[src/rtl/fuse_matrix_pkg.sv]
// -----------------------------------------------------------------------------
// fuse_matrix_pkg
// Shared types and constants for the fuse matrix controller.
//   game_state_e : game FSM states (IDLE, BURN, DEFUSED, EXPLODED)
//   COLS         : matrix column count (fixed at 8)
//   *_PAT        : column bitmaps for the bomb picture
//   col_drive_t  : one row's red/green column drive pair
// -----------------------------------------------------------------------------
package fuse_matrix_pkg;

  typedef enum logic [1:0] {
    IDLE     = 2'd0,
    BURN     = 2'd1,
    DEFUSED  = 2'd2,
    EXPLODED = 2'd3
  } game_state_e;

  localparam int COLS = 8;

  localparam logic [COLS-1:0] FUSE_PAT      = 8'b0001_1000;
  localparam logic [COLS-1:0] BODY_EDGE_PAT = 8'b0001_1000;
  localparam logic [COLS-1:0] BODY_MID_PAT  = 8'b0010_0100;
  localparam logic [COLS-1:0] EXPLODE_PAT   = 8'hFF;

  typedef struct packed {
    logic [COLS-1:0] red;
    logic [COLS-1:0] gre;
  } col_drive_t;

endpackage

[src/rtl/fuse_matrix_ctrl_if.sv]
// -----------------------------------------------------------------------------
// fuse_matrix_ctrl_if
// Bundles the game-control inputs and the matrix/status outputs.
//   enable, start, defuse : from game-control logic
//   hang                  : row select, active-low, row 0 = MSB
//   red, gre              : column drives, active-high
//   fail, defused         : sticky game result flags
//   fuse_left             : unburnt fuse rows
// Modports: master = game control / pin side, slave = controller.
// -----------------------------------------------------------------------------
interface fuse_matrix_ctrl_if #(
  parameter int ROWS     = 8,
  parameter int FUSE_LEN = 4
);
  import fuse_matrix_pkg::*;

  logic                               enable;
  logic                               start;
  logic                               defuse;
  logic [ROWS-1:0]                    hang;
  logic [COLS-1:0]                    red;
  logic [COLS-1:0]                    gre;
  logic                               fail;
  logic                               defused;
  logic [$clog2(FUSE_LEN+1)-1:0]      fuse_left;

  modport master (
    output enable, start, defuse,
    input  hang, red, gre, fail, defused, fuse_left
  );

  modport slave (
    input  enable, start, defuse,
    output hang, red, gre, fail, defused, fuse_left
  );

endinterface

[src/rtl/fuse_matrix_scan.sv]
// -----------------------------------------------------------------------------
// fuse_matrix_scan
// Row-scan divider and row index for the matrix.
//   clk, rst (async, active-low), enable (0 freezes the scan)
//   row_idx : current row r, 0..ROWS-1, advancing every SCAN_DIV enabled clks
//   row_sel : active-low one-hot row select for row_idx (row 0 = MSB)
// -----------------------------------------------------------------------------
module fuse_matrix_scan #(
  parameter int ROWS     = 8,
  parameter int SCAN_DIV = 1
) (
  input  logic                     clk,
  input  logic                     rst,
  input  logic                     enable,
  output logic [$clog2(ROWS)-1:0]  row_idx,
  output logic [ROWS-1:0]          row_sel
);

  localparam int RW = $clog2(ROWS);
  // A 1-bit counter is kept even for SCAN_DIV=1; it simply stays at zero.
  localparam int SW = (SCAN_DIV > 1) ? $clog2(SCAN_DIV) : 1;

  logic [SW-1:0] scan_cnt;

  // NOTE: sequential state uses non-blocking assignments so every register
  // samples pre-edge values, independent of statement order.
  always_ff @(posedge clk or negedge rst) begin
    if (!rst) begin
      scan_cnt <= '0;
      row_idx  <= '0;
    end else if (enable) begin
      if (scan_cnt == SW'(SCAN_DIV - 1)) begin
        scan_cnt <= '0;
        row_idx  <= (row_idx == RW'(ROWS - 1)) ? '0 : row_idx + RW'(1);
      end else begin
        scan_cnt <= scan_cnt + SW'(1);
      end
    end
  end

  // Row 0 drives the MSB of the select vector.
  always_comb begin
    for (int i = 0; i < ROWS; i++) begin
      row_sel[i] = (i != (ROWS - 1 - int'(row_idx)));
    end
  end

endmodule

[src/rtl/fuse_matrix_ctrl.sv]
// -----------------------------------------------------------------------------
// fuse_matrix_ctrl
// Row-scanned bicolour LED matrix driver showing a bomb whose fuse burns down
// one row per tick, with pause, defuse and fuse-remaining count.
//   clk  : system clock
//   rst  : asynchronous active-low reset
//   bus  : fuse_matrix_ctrl_if.slave (enable/start/defuse in; hang/red/gre,
//          fail/defused, fuse_left out)
// Optional build macro FUSE_BLINK_EN: the lowest lit fuse row drops its green
// drive during the second half of each tick period (ember flicker).
// -----------------------------------------------------------------------------
module fuse_matrix_ctrl
  import fuse_matrix_pkg::*;
#(
  parameter int ROWS     = 8,
  parameter int FUSE_LEN = 4,
  parameter int SCAN_DIV = 1,
  parameter int TICK_DIV = 1000
) (
  input  logic                 clk,
  input  logic                 rst,
  fuse_matrix_ctrl_if.slave    bus
);

  localparam int RW = $clog2(ROWS);
  localparam int FW = $clog2(FUSE_LEN + 1);
  localparam int TW = $clog2(TICK_DIV);

  game_state_e     state_q, state_d;
  logic [TW-1:0]   tick_q, tick_d;
  logic [FW-1:0]   left_q, left_d;

  logic [RW-1:0]   row_idx;
  logic [ROWS-1:0] row_sel;

  logic [ROWS-1:0] hang_q;
  logic [COLS-1:0] red_q, gre_q;

  fuse_matrix_scan #(
    .ROWS     (ROWS),
    .SCAN_DIV (SCAN_DIV)
  ) u_scan (
    .clk     (clk),
    .rst     (rst),
    .enable  (bus.enable),
    .row_idx (row_idx),
    .row_sel (row_sel)
  );

  // ---------------------------------------------------------------------------
  // Game FSM: state register
  // ---------------------------------------------------------------------------
  always_ff @(posedge clk or negedge rst) begin
    if (!rst) begin
      state_q <= IDLE;
      tick_q  <= '0;
      left_q  <= FW'(FUSE_LEN);
    end else begin
      state_q <= state_d;
      tick_q  <= tick_d;
      left_q  <= left_d;
    end
  end

  // ---------------------------------------------------------------------------
  // Game FSM: next state. enable=0 freezes everything. Defuse is checked ahead
  // of the tick so it wins over a coincident final tick and fuse_left stays 1.
  // fuse_left cannot underflow: reaching zero leaves BURN on the same edge.
  // ---------------------------------------------------------------------------
  // NOTE: every always_comb output gets a default before any branch so no
  // path leaves it unassigned, which would infer a latch.
  always_comb begin
    state_d = state_q;
    tick_d  = tick_q;
    left_d  = left_q;
    if (bus.enable) begin
      unique case (state_q)
        IDLE: begin
          if (bus.start) begin
            state_d = BURN;
            tick_d  = '0;
          end
        end
        BURN: begin
          if (bus.defuse) begin
            state_d = DEFUSED;
          end else if (bus.start) begin
            if (tick_q == TW'(TICK_DIV - 1)) begin
              tick_d = '0;
              left_d = left_q - FW'(1);
              if (left_q == FW'(1)) state_d = EXPLODED;
            end else begin
              tick_d = tick_q + TW'(1);
            end
          end
        end
        DEFUSED, EXPLODED: ;
      endcase
    end
  end

  // ---------------------------------------------------------------------------
  // Column mux for the row currently being scanned.
  // ---------------------------------------------------------------------------
  int              row_i;
  int              first_lit;
  logic            is_fuse;
  logic            lit;
  logic [COLS-1:0] pat;
  col_drive_t      cols;

  always_comb begin
    row_i     = int'(row_idx);
    first_lit = FUSE_LEN - int'(left_q);
    is_fuse   = (row_i < FUSE_LEN);
    lit       = is_fuse && (row_i >= first_lit);
    if (is_fuse)                                      pat = FUSE_PAT;
    else if (row_i == FUSE_LEN || row_i == ROWS - 1)  pat = BODY_EDGE_PAT;
    else                                              pat = BODY_MID_PAT;

    cols = '0;
    unique case (state_q)
      IDLE, BURN: begin
        if (!is_fuse) begin
          cols.red = pat;
        end else if (lit) begin
          cols.red = pat;
          cols.gre = pat;
`ifdef FUSE_BLINK_EN
          if (row_i == first_lit && int'(tick_q) >= TICK_DIV / 2) cols.gre = '0;
`endif
        end
      end
      DEFUSED: begin
        if (!is_fuse) cols.gre = pat;
      end
      EXPLODED: begin
        cols.red = EXPLODE_PAT;
      end
    endcase
  end

  // ---------------------------------------------------------------------------
  // Registered matrix drive: one clk behind the scan index; blanked while
  // disabled.
  // ---------------------------------------------------------------------------
  always_ff @(posedge clk or negedge rst) begin
    if (!rst) begin
      hang_q <= '1;
      red_q  <= '0;
      gre_q  <= '0;
    end else if (!bus.enable) begin
      hang_q <= '1;
      red_q  <= '0;
      gre_q  <= '0;
    end else begin
      hang_q <= row_sel;
      red_q  <= cols.red;
      gre_q  <= cols.gre;
    end
  end

  assign bus.hang      = hang_q;
  assign bus.red       = red_q;
  assign bus.gre       = gre_q;
  assign bus.fail      = (state_q == EXPLODED);
  assign bus.defused   = (state_q == DEFUSED);
  assign bus.fuse_left = left_q;

endmodule

[src/flat_wrapper.sv]
// flat-port wrapper written by rule: the top's interface ports become plain ports
module fuse_matrix_ctrl_flat import fuse_matrix_pkg::*;
#(
  parameter int ROWS     = 8,
  parameter int FUSE_LEN = 4,
  parameter int SCAN_DIV = 1,
  parameter int TICK_DIV = 1000
)
  (clk, rst, bus_enable, bus_start, bus_defuse, bus_hang, bus_red, bus_gre, bus_fail, bus_defused, bus_fuse_left);
  fuse_matrix_ctrl_if #(.ROWS(ROWS), .FUSE_LEN(FUSE_LEN)) bus_i ();
  input  logic clk;
  input  logic rst;
  input wire logic [$bits(bus_i.enable)-1:0] bus_enable;
  input wire logic [$bits(bus_i.start)-1:0] bus_start;
  input wire logic [$bits(bus_i.defuse)-1:0] bus_defuse;
  output wire logic [$bits(bus_i.hang)-1:0] bus_hang;
  output wire logic [$bits(bus_i.red)-1:0] bus_red;
  output wire logic [$bits(bus_i.gre)-1:0] bus_gre;
  output wire logic [$bits(bus_i.fail)-1:0] bus_fail;
  output wire logic [$bits(bus_i.defused)-1:0] bus_defused;
  output wire logic [$bits(bus_i.fuse_left)-1:0] bus_fuse_left;
  assign bus_i.enable = bus_enable;
  assign bus_i.start = bus_start;
  assign bus_i.defuse = bus_defuse;
  assign bus_hang = bus_i.hang;
  assign bus_red = bus_i.red;
  assign bus_gre = bus_i.gre;
  assign bus_fail = bus_i.fail;
  assign bus_defused = bus_i.defused;
  assign bus_fuse_left = bus_i.fuse_left;
  fuse_matrix_ctrl #(.ROWS(ROWS), .FUSE_LEN(FUSE_LEN), .SCAN_DIV(SCAN_DIV), .TICK_DIV(TICK_DIV)) u_core (.clk(clk), .rst(rst), .bus(bus_i));
endmodule
[config.mk]
export PLATFORM = sky130hd
export DESIGN_NAME = fuse_matrix_ctrl_flat
export DESIGN_NICKNAME = d
export VERILOG_FILES = /design/src/rtl/fuse_matrix_pkg.sv /design/src/rtl/fuse_matrix_ctrl_if.sv /design/src/rtl/fuse_matrix_scan.sv /design/src/rtl/fuse_matrix_ctrl.sv /design/src/flat_wrapper.sv
export SDC_FILE = /design/constraint.sdc
export NUM_CORES = 1
export LEC_CHECK = 0
export ABC_CLOCK_PERIOD_IN_PS = 3480
export CELL_PAD_IN_SITES_DETAIL_PLACEMENT = 0
export CELL_PAD_IN_SITES_GLOBAL_PLACEMENT = 1
export CORE_MARGIN = 4
export CORE_UTILIZATION = 44
export CTS_BUF_LIST = sky130_fd_sc_hd__clkbuf_2 sky130_fd_sc_hd__clkbuf_4 sky130_fd_sc_hd__clkbuf_8
export DETAILED_ROUTE_END_ITERATION = 12
export PLACE_DENSITY_LB_ADDON = 0.1
export RECOVER_POWER = 25
export SYNTH_ARGS = -nofsm -noshare
export SYNTH_HDL_FRONTEND = slang
export SYNTH_SLANG_ARGS = --single-unit
[constraint.sdc]
create_clock -name clk -period 3.48 [get_ports clk]
set_input_delay 0.696 -clock clk [delete_from_list [all_inputs] [get_ports clk]]
set_output_delay 0.696 -clock clk [all_outputs]
set_load 0.1 [all_outputs]
# [After elaboration in Yosys (flattened, before gate mapping)]
# Cells that the tools add are included.
[op_classes] n_eq_ne=21 n_reduce_logical=10 order_cmp=2 n_bitwise=2 n_mux=24 n_addsub=6
[ops] cell="2-to-1 mux 8 bit" count=7
[ops] cell="2-to-1 mux 10 bit" count=4
[ops] cell="greater-or-equal comparator 4 x 32 -> 1 bit" count=1
[ops] cell="case mux 8 bit (2 select lines)" count=2
[ops] cell="nonzero test 32 bit" count=1
[ops] cell="case mux 10 bit (2 select lines)" count=1
[ops] cell="2-to-1 mux 16 bit" count=1
[ops] cell="!= test 4 bit, first input constant" count=4
[ops] cell="adder 10 x 1 -> 10 bit, second input constant" count=1
[ops] cell="== test 10 bit, second input constant" count=1
[ops] cell="2-to-1 mux 2 bit" count=5
[ops] cell="AND reduction 5 bit" count=2
[ops] cell="!= test 3 x 4 -> 1 bit, first input constant" count=2
[ops] cell="subtractor 3 x 3 -> 4 bit, first input constant" count=2
[ops] cell="== test 3 x 1 -> 1 bit, second input constant" count=2
[ops] cell="== test 3 bit, second input constant" count=2
[ops] cell="2-to-1 mux 6 bit" count=1
[ops] cell="!= test 2 bit, second input constant" count=3
[ops] cell="!= test 3 x 2 -> 1 bit, second input constant" count=2
[ops] cell="AND reduction 6 bit" count=1
[ops] cell="== test 2 bit, second input constant" count=2
[ops] cell="!= test 2 x 4 -> 1 bit, first input constant" count=1
[ops] cell="case mux 2 bit (2 select lines)" count=1
[ops] cell="adder 3 x 1 -> 3 bit, second input constant" count=1
[ops] cell="14 further kinds" count=15
[totals] elab_cells=73 inputBits=5 out_inout_bits=29 reg_bits=43

# [Longest topological paths before layout]
# Gate-level depths: netlist of run 1.
[logic_depth] word_depth=8 depth_mapped=7 ltp_nobuf=7

# [Modules after synthesis]
# Synthesis of run 1 repeated with hierarchy kept, for this count alone.
[hier_totals] hier_cells=169 hier_area_um2=1720.4
[by_module_without_submodules] mod="fuse_matrix_ctrl" cells_each=144 area_each_um2=1496.4 instances=1 seq_area_each_um2=711.9
[by_module_without_submodules] mod="fuse_matrix_scan" cells_each=25 area_each_um2=224.0 instances=1 seq_area_each_um2=75.1

# [Worst setup path after synthesis of run 1]
# Ideal clock, no wire load.
[synth_timing] path_kind="reg-to-output" from="register u_core.state_q[1]" to="output bus_defused" arrival_ps=2026 setup_slack_ps=758 path_buffers=1 t_required_ps=2784 path_stages_with_launch=3 cell_sequence="dfrtp_1 > clkbuf_1 > nor2b_1"
[synth_via] elab_chain_cells=1
[synth_rtl] item="start: declaration" line="fuse_matrix_ctrl.sv:29" rtl="game_state_e state_q, state_d;"
[synth_rtl] item="start signal: assignment" line="fuse_matrix_ctrl.sv:59" rtl="state_q <= state_d;"
[synth_rtl] item="== test 2 bit" line="fuse_matrix_ctrl.sv:167" rtl="assign bus.defused = (state_q == DEFUSED);"
[synth_rtl] item="end: declaration" line="flat_wrapper.sv:20" rtl="output wire logic [$bits(bus_i.defused)-1:0] bus_defused;"
# No other way between the ends.

==> results of run 1 <==
==> final cells by class <==
type,instances,area (µm²),area share
Inverter,7,26.3,0.0130
Sequential cell,31,787,0.389
Timing Repair Buffer,31,272,0.134
Multi-Input combinational cell,112,773,0.382
Tap cell,48,60.1,0.0297
Clock buffer,8,104,0.0514
==> registers in the layout (all words and copies together), names as in the netlist <==
| signal | flops |
|---|---|
| u_core.bus.red | 3 |
| u_core.u_scan.row_idx | 3 |
| u_core.state_q | 2 |
| u_core.tick_q | 10 |
| u_core.bus.gre | 2 |
| u_core.bus.fuse_left | 3 |
| u_core.bus.hang | 8 |
==> per-layer routing <==
| layer | wire, µm | up-vias | global-route usage | part of all wire |
|---|---|---|---|---|
| met3 | 181 | 4 | 0.0522 | 0.058 |
| met4 | 37 | 0 | 0.0574 | 0.012 |
| met5 | 0 | - | 0 | 0 |
| met2 | 1310 | 31 | 0.191 | 0.42 |
| met1 | 1600 | 568 | 0.203 | 0.51 |
| li1 | - | 601 | - | - |
==> kinds of logic after synthesis <==
family | Yosys count | share of synthesized area
AO/OA/AOI/OAI | 20 | 0.0908
other | 1 | 0.00223
buffers and inverters | 22 | 0.0789
adder cells (fa/ha/maj) | 12 | 0.0893
XOR/XNOR | 8 | 0.0417
AND/OR/NAND/NOR | 66 | 0.217
flip-flops | 31 | 0.468
multiplexers | 2 | 0.0119
==> cells in the mapped netlist, types with 2 or more instances <==
| cell type | n |
|---|---|
| a21oi_1 | 2 |
| and3_1 | 3 |
| buf_4 | 11 |
| dfrtp_1 | 22 |
| dfstp_2 | 9 |
| ha_1 | 12 |
| inv_1 | 7 |
| mux2i_1 | 2 |
| nand2_1 | 17 |
| nand2b_1 | 4 |
| nand3_1 | 8 |
| nand4_1 | 3 |
| nor2_1 | 10 |
| nor2b_1 | 3 |
| nor3_1 | 3 |
| nor4_1 | 5 |
| o21a_1 | 2 |
| o21ai_0 | 3 |
| xnor2_1 | 8 |
==> power by group through the flow <==
| stage | Clock (mW) | Combinational, mW | Sequential [mW] |
|---|---|---|---|
| after global placement | 0 | 0.950 | 0.536 |
| after CTS | 0.319 | 0.961 | 0.534 |
| final | 0.311 | 0.952 | 0.535 |
| after floorplan | 0 | 0.563 | 0.771 |
| after global routing | 0.344 | 1.00 | 0.549 |
| after detailed placement | 0 | 0.959 | 0.539 |
==> path summary, 6_finish.rpt <==
kind                                              start           endpoint  slack [ps]  cells past startpoint
worst max-delay path                  u_core.bus.red[6]         bus_red[1]         990                      1
worst max register to register  u_core.bus.fuse_left[0]  u_core.bus.gre[4]        1490                      7
max in group asynchronous                           rst  u_core.bus.red[4]        1170                      2
worst min-delay path                   u_core.tick_q[0]   u_core.tick_q[0]         530                      1
min in group asynchronous                           rst   u_core.tick_q[9]        1370                      2
worst min register to register         u_core.tick_q[0]   u_core.tick_q[0]         530                      1
==> flow_metrics.py, run 1 <==
metrics = {
    "critical_path": {
        "crit_chain": "clkdlybuf4s50_1",
        "worst-path-buf-inv": 1,
        "cp_data_required_time_ps": 2780,
        "start_kind": "flip-flop",
        "worstPathMaxFanout": 4,
        "path_class": "flip-flop to primary output",
        "critPathTopFamily": "buffers and inverters",
        "cp.arrival_ps": 1790,
        "end_kind": "primary output",
        "crit_path_max_incr_delay_ps": 1150,
        "cp_slowest_cell": "clkdlybuf4s50_1",
    },
    "floorplanning": {
        "initial_core_util": 0.456,
        "num_io_pins": 34,
        "dieArea_um2": 4870,
        "fp.dieH_um": 69.8,
        "die_x_um": 69.8,
        "core_um2": 3690,
        "row_count": 22,
    },
    "route": {
        "antenna_left": 0,
        "drtIter0Drc": 50,
        "via_per_inst": 5.08,
        "num_vias": 1204,
        "drt-wirelength-per-cell_um": 13.2,
        "drt-pass1-iter-count": 4,
        "routed_wl_mm": 3.13,
        "drc": 0,
    },
    "timing": {
        "rsz0062_at_grt": "false",
        "period_needed_ps": 2490,
        "holdWs_ps": 528,
        "fin_crit_sh": 0.715,
        "fin_tns_setup_ps": 0,
        "finalMaxSlewViolations": 32,
        "skew_ps": 7.91,
        "finalSetupViolations": 0,
        "finalWorstSetupSlack_ps": 991,
        "max_clock_freq_ghz": 0.402,
        "tightest_slew_ps": 1620,
        "finalHoldViolCount": 0,
        "slew_headroom": -0.0795,
    },
    "global_routing": {
        "antenna_found_initial": 0,
        "first_global_vias": 1179,
        "track_usage": 0.142,
        "grt_max_degree": 32,
        "grt_pass1_wl_mm": 5.50,
        "grt-ovfl-total": 0,
    },
    "synth": {
        "yosysTopAreaCell": "dfrtp_1",
        "synth-seq-area-share": 0.468,
        "netlist_top_cells_area": "dfrtp_1 (33%), dfstp_2 (14%), ha_1 (8.9%)",
        "yosysWarnings": 0,
        "yosysTopAreaCellShare": 0.327,
        "syn_area_um2": 1680,
        "ys_types": 47,
        "ys.flop_type": "dfrtp_1",
        "avgSynthCellArea_um2": 10.4,
        "synth_edf_count": 0,
        "ys_async_sr_fraction": 1.00,
        "synthCells": 162,
        "ys_ff_latch": 31,
    },
    "clocking": {
        "cts_setup_buffers": 0,
        "holdBufCountCts": 0,
        "postCtsResizedCells": 0,
        "cts_made_buffers": 5,
        "insertion_delay_ps": 270,
        "clkTransAtPathRegs_ps": 60,
        "root_buffer": "clkbuf_8",
        "clockBufferDepth": 2,
        "cts_tree": "built",
        "clkSinkCount": 31,
        "htreeDepth": 2,
    },
    "power": {
        "p_int_uw": 862,
        "power_frac_seq": 0.298,
        "power_density_nw_per_um2": 890,
        "pwr-share-clk": 0.173,
        "p_sw_uw": 937,
        "totalPowerFinal_mw": 1.80,
        "swShare": 0.521,
        "p_comb_frac": 0.529,
        "leakagePower_nw": 0.904,
        "ir_worst_vdd_v": 0.000433,
    },
    "final_layout": {
        "fillers": 359,
        "instances_no_fill": 237,
        "fin_area_um2": 2020,
        "drive_above_1_share": 0.190,
        "utilization": 0.548,
        "final_common_cell": "dfrtp_1",
        "nets": 205,
        "most-common-layout-cells": "dfrtp_1 (22), nand2_1 (17), clkdlybuf4s50_1 (16), buf_4 (13), ha_1 (12)",
        "areaGrowthSynthToFinish_pct": 20.2,
        "n_antenna_cell": 0,
    },
    "status": {
        "violations": "max-capacitance violations, max-slew violations",
        "status": "finished, violations left",
    },
    "job": {
        "max-cap-violations": 1,
    },
    "place": {
        "dpl.hpwl_mm": 2.39,
        "post-place-ws_ps": 916,
        "io_buffers": 29,
        "dpl.cell_count": 229,
        "placed_area_um2": 1920,
        "gp_congestion": 0.868,
    },
    "min_path": {
        "hold_class": "flip-flop to flip-flop",
    },
}
(Power assumes the default switching activity.)
==> run 2: changes to the inputs <==
Settings changed: ABC_CLOCK_PERIOD_IN_PS 3480 to 2500, CORE_UTILIZATION 44 to 41.
Clock period 3.48 ns to 2.5 ns, I/O delays scaled along.
==> flow_metrics.py, run 2 (synthesized netlist as in run 1, its figures left out) <==
metrics = {
    "status": {
        "status": "completed",
    },
    "timing": {
        "period_needed_ps": 1940,
        "rsz0062_at_grt": "false",
        "finalMaxSlewViolations": 0,
        "fin_tns_setup_ps": 0,
        "tightest_slew_ps": 766,
        "finalHoldViolCount": 0,
        "finalWorstSetupSlack_ps": 559,
        "finalSetupViolations": 0,
        "fin_crit_sh": 0.777,
        "slew_headroom": 0.489,
        "max_clock_freq_ghz": 0.515,
        "skew_ps": 6.11,
    },
    "clocking": {
        "clockBufferDepth": 2,
        "htreeDepth": 2,
        "clkSinkCount": 31,
        "holdBufCountCts": 0,
        "postCtsResizedCells": 0,
        "root_buffer": "clkbuf_8",
        "cts_setup_buffers": 0,
        "cts_tree": "built",
        "insertion_delay_ps": 280,
        "clkTransAtPathRegs_ps": 70,
        "cts_made_buffers": 5,
    },
    "critical_path": {
        "start_kind": "flip-flop",
        "cp_data_required_time_ps": 2650,
        "critPathTopFamily": "compound AO/OA/AOI/OAI gates",
        "worstPathMaxFanout": 6,
        "crit_chain": "inv_1, ha_1, inv_1, ha_1, a21o_1, a211oi_1, o32ai_1",
        "worst-path-buf-inv": 2,
        "path_class": "flip-flop to flip-flop",
        "cp_slowest_cell": "dfrtp_1",
        "cp.arrival_ps": 2090,
        "crit_path_max_incr_delay_ps": 460,
        "end_kind": "flip-flop",
    },
    "global_routing": {
        "use_met2": 0.206,
        "grt_pass1_wl_mm": 5.71,
        "track_usage": 0.144,
        "first_global_vias": 1208,
        "grt-ovfl-total": 0,
        "grt_max_degree": 32,
        "busiest_layer": "met2",
        "use_met1": 0.193,
        "use_met3": 0.0582,
        "antenna_found_initial": 0,
    },
    "final_layout": {
        "largest_reg_flops": 10,
        "regMostFlops": "u_core.tick_q",
        "fin_area_um2": 2010,
        "instances_no_fill": 239,
        "n_antenna_cell": 0,
        "areaGrowthSynthToFinish_pct": 19.5,
        "drive_above_1_share": 0.270,
        "most-common-layout-cells": "buf_4 (26), dfrtp_1 (22), nand2_1 (17), ha_1 (12), nor2_1 (10)",
        "final_common_cell": "buf_4",
        "nets": 205,
    },
    "floorplanning": {
        "num_io_pins": 34,
        "die_x_um": 72.0,
        "core_um2": 3970,
        "dieArea_um2": 5190,
        "row_count": 23,
        "initial_core_util": 0.423,
        "fp.dieH_um": 72.0,
    },
    "route": {
        "drtIter0Drc": 51,
        "via_per_inst": 5.07,
        "drt-wirelength-per-cell_um": 13.9,
        "routed_wl_mm": 3.31,
        "drc": 0,
        "num_vias": 1211,
        "drt-pass1-iter-count": 4,
        "antenna_left": 0,
    },
    "place": {
        "io_buffers": 29,
        "gp_congestion": 0.780,
        "placed_area_um2": 1890,
        "dpl.hpwl_mm": 2.52,
        "dpl.cell_count": 231,
        "post-place-ws_ps": 345,
    },
    "power": {
        "leakagePower_nw": 0.934,
        "ir_worst_vdd_v": 0.000448,
        "power_density_nw_per_um2": 1270,
    },
    "job": {
        "max-cap-violations": 0,
    },
    "min_path": {
        "hold_class": "flip-flop to flip-flop",
    },
}
run 2: cell count changes in the layout (fill, tap and decap cells not counted):
cell / delta
nor2b_1: -1
clkinv_2: +1
clkbuf_2: +1
nor2b_2: +1
clkbuf_4: -1
clkbuf_8: -1
bufinv_16: +1
buf_4: +13
clkbuf_1: -1
clkdlybuf4s50_1: -13
run 2: power by group:
group	internal [mW]	switching (mW)
Combinational	0.292	1.02
Sequential	0.626	0.124
Clock	0.322	0.179
Total	1.24	1.32
run 2: worst paths after layout:
kind	from	to	slack, ps	depth (start not counted)
max	u_core.bus.fuse_left[0]	u_core.bus.gre[4]	560	7
min	u_core.bus.fuse_left[2]	u_core.bus.fuse_left[2]	530	1
max reg2reg	u_core.bus.fuse_left[0]	u_core.bus.gre[4]	560	7
min reg2reg	u_core.bus.fuse_left[2]	u_core.bus.fuse_left[2]	530	1
max in group asynchronous	rst	u_core.tick_q[0]	1190	2
min in group asynchronous	rst	u_core.u_scan.row_idx[2]	830	2
run 2: worst register-to-register path: stages (launching register included):
cell	delay, ps
dfrtp_1	460
inv_1	70
ha_1	300
inv_1	50
ha_1	280
a21o_1	160
a211oi_1	370
o32ai_1	130
run 2: layer usage:
layer,up-vias,wire [µm]
met2,38,1380
li1,601,-
met3,4,232
met4,0,50
met1,568,1650
met5,-,0
run 2: metrics by stage:
| step | power (mW) | util | hold slack [ps] |
|---|---|---|---|
| 5_1_grt | 2.70 | 0.506 | 546 |
| 6_report | 2.56 | 0.506 | 526 |
| 2_1_floorplan | 1.86 | - | 204 |
| 4_1_cts | 2.59 | 0.507 | 527 |
| 3_5_place_dp | 2.08 | 0.477 | 512 |
| 3_3_place_gp | 2.06 | 0.477 | 509 |
run 2: final cells by class:
type,instances,area [µm²]
Sequential cell,31,787
Fill cell,378,1960
Timing Repair Buffer,31,240
Clock inverter,2,35.0
Inverter,7,26.3
Multi-Input combinational cell,112,776
Tap cell,50,62.6
Clock buffer,6,82.6
==> run 3: changes to the inputs <==
Settings changed: ABC_CLOCK_PERIOD_IN_PS 2500 to 1880.
Clock period 2.5 ns to 1.88 ns, I/O delays scaled along.
==> flow_metrics.py, run 3 (synthesized netlist as in run 1, its figures left out) <==
metrics = {
    "timing": {
        "finalSetupViolations": 0,
        "finalWorstSetupSlack_ps": 86.5,
        "finalMaxSlewViolations": 0,
        "finalHoldViolCount": 0,
        "max_clock_freq_ghz": 0.558,
        "fin_crit_sh": 0.954,
        "fin_tns_setup_ps": 0,
        "period_needed_ps": 1790,
        "rsz0062_at_grt": "false",
        "slew_headroom": 0.500,
        "tightest_slew_ps": 750,
        "skew_ps": 4.87,
    },
    "floorplanning": {
        "initial_core_util": 0.423,
        "dieArea_um2": 5190,
        "die_x_um": 72.0,
        "num_io_pins": 34,
        "row_count": 23,
        "core_um2": 3970,
        "fp.dieH_um": 72.0,
    },
    "status": {
        "status": "completed",
    },
    "final_layout": {
        "fillers": 324,
        "final_common_cell": "buf_12",
        "areaGrowthSynthToFinish_pct": 43.5,
        "drive_above_1_share": 0.342,
        "n_antenna_cell": 0,
        "largest_reg_flops": 10,
        "nets": 215,
        "most-common-layout-cells": "buf_12 (23), dfrtp_1 (20), nand2_1 (17), buf_4 (12), ha_1 (11)",
        "regMostFlops": "u_core.tick_q",
    },
    "critical_path": {
        "cp.arrival_ps": 1940,
        "end_kind": "flip-flop",
        "crit_path_max_incr_delay_ps": 420,
        "cp_slowest_cell": "dfrtp_4",
        "critPathTopFamily": "compound AO/OA/AOI/OAI gates",
        "cp_data_required_time_ps": 2020,
        "worst-path-buf-inv": 2,
        "path_class": "flip-flop to flip-flop",
        "crit_chain": "inv_2, ha_4, inv_1, ha_1, a21o_1, a211oi_2, o32ai_2",
        "start_kind": "flip-flop",
        "worstPathMaxFanout": 3,
    },
    "route": {
        "drt-wirelength-per-cell_um": 14.2,
        "antenna_left": 0,
        "via_per_inst": 5.06,
        "routed_wl_mm": 3.54,
        "drtIter0Drc": 61,
        "drc": 0,
        "drt-pass1-iter-count": 4,
        "num_vias": 1259,
    },
    "clocking": {
        "clkSinkCount": 31,
        "cts_made_buffers": 5,
        "insertion_delay_ps": 280,
        "clockBufferDepth": 2,
        "root_buffer": "clkbuf_8",
        "htreeDepth": 2,
        "clkTransAtPathRegs_ps": 60,
        "cts_tree": "built",
    },
    "min_path": {
        "hold_class": "flip-flop to flip-flop",
    },
    "power": {
        "totalPowerFinal_mw": 3.86,
        "leakagePower_nw": 1.09,
        "ir_worst_vdd_v": 0.000699,
        "power_density_nw_per_um2": 1600,
    },
    "global_routing": {
        "grt-ovfl-total": 0,
        "use_met2": 0.235,
        "use_met3": 0.0471,
        "grt_pass1_wl_mm": 6.07,
        "busiest_layer": "met2",
        "use_met1": 0.196,
        "track_usage": 0.150,
        "first_global_vias": 1258,
        "grt_max_degree": 32,
        "antenna_found_initial": 0,
    },
    "place": {
        "post-place-ws_ps": 8.56,
        "gp_congestion": 0.808,
        "io_buffers": 29,
        "dpl.hpwl_mm": 2.75,
    },
    "job": {
        "max-cap-violations": 0,
    },
}
[run 3: cell types whose count changed in the layout (fill, tap and decap cells not counted), sizes merged]
| cell | delta |
|---|---|
| buf | +10 |
[run 3: layer usage]
metal	part of all wire	vias to the layer above
met3	0.079	7
met1	0.46	583
li1	-	621
met5	0	-
met4	0.014	0
met2	0.45	48
[run 3: worst paths after layout]
path / from / to / slack [ps] / cells past startpoint
max: u_core.bus.fuse_left[1] / u_core.bus.gre[4] / 90 / 7
min: u_core.bus.fuse_left[2] / u_core.bus.fuse_left[2] / 540 / 1
max reg2reg: u_core.bus.fuse_left[1] / u_core.bus.gre[4] / 90 / 7
min in group asynchronous: rst / u_core.tick_q[5] / 700 / 2
max in group asynchronous: rst / u_core.bus.fuse_left[1] / 630 / 2
min reg2reg: u_core.bus.fuse_left[2] / u_core.bus.fuse_left[2] / 540 / 1
[run 3: timing repair]
action | 4_1_cts | 5_1_grt
gates resized for setup | 0 | 4
hold buffers | 0 | 0
endpoints found under the setup margin | 0 | 1
setup buffers | 0 | 1
[run 3: cell type report]
type                    instances  area, µm²  area share
well taps                      50       62.6      0.0259
clock buffers                   6       82.6      0.0342
flip-flops and latches         31        795       0.329
multi-input cells             112        806       0.334
inverters                       7       26.3      0.0109
clock inverters                 2       35.0      0.0145
repair buffers                 41        607       0.251
[run 3: worst reg2reg max path, delay by kind of cell, from the launching register on]
family / cells / cell delay [ps]
AOI/OAI and AO/OA: 3 / 610
adders and majority gates: 2 / 550
DFF: 1 / 420
buffers and inverters: 2 / 100
[run 3: power breakdown]
group,switching [mW],internal (mW),total (mW)
logic,1.39,0.740,2.13
registers,0.226,0.835,1.06
clock network,0.234,0.428,0.662
total,1.85,2.00,3.86
[run 3: stage by stage]
stage	hold slack, ps	util	std cells	area (µm²)
2_1_floorplan	80.4	-	165	1710
3_3_place_gp	505	0.571	240	2270
3_5_place_dp	537	0.571	240	2270
4_1_cts	503	0.601	248	2380
5_1_grt	558	0.608	249	2410
6_report	542	0.608	249	2410
